==> config.mk <==
export PLATFORM = sky130hd
export DESIGN_NAME = imem_dmem_arbiter
export DESIGN_NICKNAME = d
export VERILOG_FILES = /design/src/rtl/imem_dmem_arbiter.sv
export SDC_FILE = /design/constraint.sdc
export NUM_CORES = 1
export LEC_CHECK = 0
export ABC_AREA = 1
export BUFFER_PORTS_ARGS = -buffer_cell sky130_fd_sc_hd__buf_4
export CAP_MARGIN = 20
export CORE_MARGIN = 8
export CORE_UTILIZATION = 49
export CTS_BUF_LIST = sky130_fd_sc_hd__clkbuf_4
export CTS_CLUSTER_DIAMETER = 150
export DETAILED_ROUTE_END_ITERATION = 16
export MAX_ROUTING_LAYER = met4
export PLACE_DENSITY = 0.94
export SLEW_MARGIN = 20
export SYNTH_ARGS = -nofsm -noshare
export SYNTH_HDL_FRONTEND = slang
export SYNTH_SLANG_ARGS = --single-unit
==> constraint.sdc <==
create_clock -name clock -period 1.8 [get_ports clock]
set_input_delay 0.36 -clock clock [delete_from_list [all_inputs] [get_ports clock]]
set_output_delay 0.36 -clock clock [all_outputs]
set_load 0.05 [all_outputs]
==> src/rtl/imem_dmem_arbiter.sv <==
// imem_dmem_arbiter: shares one fixed-latency single-port RAM between IF and MEM with an IF starvation guard
module imem_dmem_arbiter #(
  parameter int ADDR_W = 32,
  parameter int DATA_W = 32,
  parameter int MEM_LAT = 2,
  parameter int STARVE_MAX = 4
) (
  input  logic              clock,
  input  logic              reset_n,
  input  logic              ifReq,
  input  logic [ADDR_W-1:0] ifAddr,
  output logic [DATA_W-1:0] ifRdata,
  output logic              ifAck,
  input  logic              memReq,
  input  logic              memWe,
  input  logic [ADDR_W-1:0] memAddr,
  input  logic [DATA_W-1:0] memWdata,
  output logic [DATA_W-1:0] memRdata,
  output logic              memAck,
  output logic              stallIF,
  output logic              stallMEM,
  output logic              ramEn,
  output logic              ramWe,
  output logic [ADDR_W-1:0] ramAddr,
  output logic [DATA_W-1:0] ramWdata,
  input  logic [DATA_W-1:0] ramRdata
);
  localparam int LW = $clog2(MEM_LAT + 1);
  localparam int SW = $clog2(STARVE_MAX + 1);
  typedef enum logic [1:0] {IDLE, ISSUE, WAIT, ACK} state_t;
  state_t state;
  logic owner_mem, we_q, grant_mem;
  logic [LW-1:0] lat_cnt;
  logic [SW-1:0] starve_cnt;
  assign grant_mem = memReq & ~(ifReq & (starve_cnt == SW'(STARVE_MAX)));
  assign stallIF = ifReq & ~ifAck;
  assign stallMEM = memReq & ~memAck;
  // access sequencer: grant in IDLE, strobe RAM once, count out latency, pulse owner's ack
  always_ff @(posedge clock or negedge reset_n) begin
    if (!reset_n) begin
      state <= IDLE;
      owner_mem <= 1'b0;
      we_q <= 1'b0;
      lat_cnt <= '0;
      starve_cnt <= '0;
      ramEn <= 1'b0;
      ramWe <= 1'b0;
      ramAddr <= '0;
      ramWdata <= '0;
      ifAck <= 1'b0;
      memAck <= 1'b0;
      ifRdata <= '0;
      memRdata <= '0;
    end else begin
      ramEn <= 1'b0;
      ramWe <= 1'b0;
      ifAck <= 1'b0;
      memAck <= 1'b0;
      case (state)
        IDLE: if (ifReq | memReq) begin
          state <= ISSUE;
          owner_mem <= grant_mem;
          we_q <= grant_mem & memWe;
          ramEn <= 1'b1;
          ramWe <= grant_mem & memWe;
          ramAddr <= grant_mem ? memAddr : ifAddr;
          ramWdata <= grant_mem ? memWdata : ramWdata;
          starve_cnt <= !grant_mem ? '0 :
                        (ifReq && starve_cnt != SW'(STARVE_MAX)) ? starve_cnt + 1'b1 : starve_cnt;
        end
        ISSUE: begin
          state <= WAIT;
          lat_cnt <= LW'(MEM_LAT);
        end
        WAIT: begin
          lat_cnt <= lat_cnt - 1'b1;
          if (lat_cnt == LW'(1)) begin
            state <= ACK;
            ifAck <= ~owner_mem;
            memAck <= owner_mem;
            ifRdata <= owner_mem ? ifRdata : ramRdata;
            memRdata <= (owner_mem && !we_q) ? ramRdata : memRdata;
          end
        end
        ACK: state <= IDLE;
      endcase
    end
  end
endmodule

; After elaboration in Yosys (flattened, before gate mapping)
; Index checks and enable logic that the tools add are counted.
[op_classes]
addsub = 2
n_mul = 0
div = 0
n_lt_le_gt_ge = 0
n_eq_ne = 9
shift = 0
muxes = 15
n_bitwise = 10
n_reduce_logical = 11
[op_table]
columns = cell, n
row1 = $mux 32, 1
row2 = $reduce_and 3->1, 4
row3 = $mux 1, 8
row4 = $pmux 2 s4, 1
row5 = $mux 3, 2
row6 = $and 1x1->1, 5
row7 = $eq 2x1->1 const B, 2
row8 = $eq 2x2->1 const B, 2
row9 = $mux 2, 2
row10 = $ne 2x2->1 const B, 2
row11 = $not 1->1, 4
row12 = $pmux 2 s2, 1
row13 = $reduce_and 2->1, 2
row14 = $add 3x1->3 const B, 1
row15 = $eq 3x3->1 const B, 1
row16 = $ne 3x3->1 const B, 1
row17 = $logic_and 1x1->1, 2
row18 = $logic_not 2->1, 1
row19 = $ne 2x1->1 const B, 1
row20 = $reduce_bool 2->1, 1
row21 = $sub 2x1->2 const B, 1
row22 = $logic_not 1->1, 1
row23 = $or 1x1->1, 1
[totals]
regBits = 141
latchBits = 0
ram_bits = 0
rom_bits = 0
input_bits = 133
out_inout_bits = 134
wordCells = 60
n_memories = 0

; Longest topological paths before layout
[depth]
depth_word = 7
mapped_depth = 9
ltp_nobuf = 8

; Worst setup path before layout
; No wires, ideal clock.
[synth_timing]
kind = reg-to-output
startpoint = reg ifAck
endpoint = out stallIF
arrival_ns = 1.280
required_ns = 1.440
path_slack_ns = 0.160
path_stages_with_launch = 2
n_path_buf = 0
path_cell_list = dfrtp_1 nor2_1
[synth_between]
elab_chain_cells = 2
[synth_lines]
columns = item, line
row1 = start: declaration, 13  ; output logic ifAck,
row2 = start signal: assignment, 79  ; ifAck <= ~owner_mem;
row3 = $not 1->1, 36  ; assign stallIF = ifReq & ~ifAck;
row4 = $and 1x1->1, 36
row5 = end: declaration, 20  ; output logic stallIF,
; No other way between the ends.

; Worst setup path after layout
[layout_timing]
startpoint = reg memAck
endpoint = out stallMEM
[layout_between]
elab_chain_cells = 2
[layout_lines]
columns = item, line
row1 = start: declaration, 19  ; output logic memAck,
row2 = start signal: assignment, 80  ; memAck <= owner_mem;
row3 = $not 1->1, 37  ; assign stallMEM = memReq & ~memAck;
row4 = $and 1x1->1, 37
row5 = end: declaration, 21  ; output logic stallMEM,
; No other way between the ends.

==> flow_summary.yaml <==
timing:
  tns_ps: 0
  slew_viol_final: 0
  rsz0062_at_grt: "no"
  skew_ps: 18.0
  finalSetupViolations: 0
  tightest_slew_ps: 551
  setup_ws_ps: 177
  finalCritPeriodShare: 0.902
  fmax_mhz: 616
  final-hold-violation-count: 0
  relSlewSlack: 0.632
  period_minus_slack_ps: 1620
synth:
  yosysWarnings: 0
  syn_inst: 717
  postSynthAreaPerCell_um2: 8.36
  ys_ff_latch: 141
  yosysSeqAreaShare: 0.589
  syn_nets: 856
  synth_cell_types: 20
  netlist_area_um2: 5990
route:
  wl_per_cell_um: 16.5
  finalWirelength_um: 19500
  drc: 0
  detail_route.iter0.violations: 593
  drt-vias-per-instance: 4.92
  drt_pass1_iterations: 6
  via_count: 5799
  ant_nets: 0
setup_path:
  ff2ff_path_depth: 7
  crit_type: "reg2out"
  critPathArrivalTime_ps: 1260
  worstPathMaxFanout: 2
  timing.rr.end: "ramAddr[5]"
  cp.required_ps: 1440
  r2r_start: "state[1]"
  crit_start: "memAck"
  critical_path.endpoint: "stallMEM"
  reg2reg_slack_ps: 210
  critPathLaunchType: "flop"
  endpoint_kind: "output port"
cells_and_area:
  area_growth_pct: 48.2
  layout_commonest_cell: "buf_4"
  layout.nets: 1155
  layout_common_cells: "buf_4, nand2_1, dfrtp_1, inv_1, o21ai_0"
  drive_gt1_frac: 0.314
clocking:
  clk-insertion-delay-late_ps: 550
  post_cts.repair.setup_buffers: 0
  h-tree-depth: 4
  root_buffer: "clkbuf_4"
  cts.sinks: 141
  tritoncts: "built"
  numCtsBuffers: 17
  clockBufferDepth: 2
  path_clk_slew_ps: 120
status:
  status: "finished, final reports clean"
floorplanning:
  die_area_um2: 16000
  boundaryPins: 267
  rows: 40
  core_um2: 12000
  die_w_um: 127
  start_util: 0.501
  die_y_um: 127
placement:
  placement.io_buffers: 266
  gp_congestion: 0.875
  pre_cts_slack_ps: 230
  detailed_place_hpwl_um: 13600
power_and_ir_drop:
  ir_drop_mv: 1.45
  pwr-share-seq: 0.306
  combPwrFrac: 0.565
  leakage_nw: 5.13
  p_switching_mw: 9.20
  pwr_density_cell_nw_per_um2: 1990
  switching_share: 0.520
  intPower_mw: 8.49
  clock_power_share: 0.129
job:
  max_cap_viol_count: 0
global_routing:
  grt_pass1_vias: 6084
  antenna_found_initial: 1
  grt_use_total: 0.251
  grt_max_degree: 63
  grt_pass1_wl_um: 30700
  grt-ovfl-total: 0
worst_hold_path:
  min_path_type: "in2reg"
[cell usage after synthesis (all sizes together)]
master,n,area [um2]
o21ai,69,345
dfrtp,141,3530
nand2,275,1040
a21oi,2,21.3
buf,24,130
nor2,6,27.5
ha,6,75.1
nand3,68,345
inv,113,424
o22ai,1,6.26
clkbuf,11,41.3
xor2,1,8.76
[cell type report]
cell class | instances | area (um2)
tap | 147 | 184
clock buffer | 17 | 128
fill | 797 | 3080
multi-input combinational | 428 | 1880
antenna | 2 | 5.00
timing repair buffer | 315 | 2540
inverter | 113 | 424
sequential | 141 | 3530
clock inverter | 15 | 195
[power by group through the flow]
stage | Clock, mW | Sequential [mW] | Combinational, mW
floorplan | 0 | 9.95 | 1.98
global placement | 0 | 5.35 | 9.68
detailed placement | 0 | 5.41 | 9.91
CTS | 2.33 | 5.38 | 9.99
global route | 2.48 | 5.56 | 10.6
finish | 2.27 | 5.41 | 10.0
[kinds of logic after synthesis]
kind of cell | synth area share
DFF | 0.589
adders and majority gates | 0.0125
AOI/OAI and AO/OA | 0.0622
and+or+nand+nor | 0.236
buffers and inverters | 0.0994
xor gates and xnor gates | 0.00146
[timing repair]
| item | in CTS | in global routing |
|---|---|---|
| gates resized for setup | 0 | 1 |
| hold endpoints to repair | 75 | 0 |
| hold buffers | 34 | 0 |
| endpoints found under the setup margin | 0 | 1 |
[flip-flops by register name, summed over array words and instances, names as in the netlist]
| register | cells |
|---|---|
| ramEn | 1 |
| memRdata | 32 |
| lat_cnt | 2 |
| ramAddr | 32 |
| ifAck | 1 |
| state | 2 |
| ramWdata | 32 |
| owner_mem | 1 |
| memAck | 1 |
| starve_cnt | 3 |
| ifRdata | 32 |
| ramWe | 1 |
| we_q | 1 |
[worst max-delay path: stages (launching register included)]
cell,delay [ps]
dfrtp_1,400
nor2_1,110
buf_4,210
[worst min-delay path by stage]
stage,startpoint,end,slack [ps],cells after the start
5_1_grt,ramRdata[7],memRdata[7],4,3
2_1_floorplan,reset_n,ifAck,60,0
3_5_place_dp,reset_n,memRdata[20],330,1
3_3_place_gp,reset_n,ifRdata[20],320,1
6_report,ramRdata[2],memRdata[2],60,3
4_1_cts,ramRdata[2],memRdata[2],5,3
[metrics by stage]
step           cell area, um2  cells  power, mW  hold slack, ps   util
2_1_floorplan            5990    717       11.9            64.4      -
3_3_place_gp             8210   1110       15.0             323  0.687
4_1_cts                  8870   1176       17.7            4.57  0.742
3_5_place_dp             8210   1110       15.3             329  0.687
6_report                 8880   1178       17.7            61.4  0.743
5_1_grt                  8880   1177       18.6            3.50  0.743
[per-layer routing]
layer / track usage / share of wire / vias up
met4: 0.107 / 0.031 / 0
met3: 0.0930 / 0.095 / 48
li1: - / - / 2771
met2: 0.421 / 0.51 / 275
met5: - / 0 / -
met1: 0.263 / 0.37 / 2705
(Power assumes the default switching activity.)
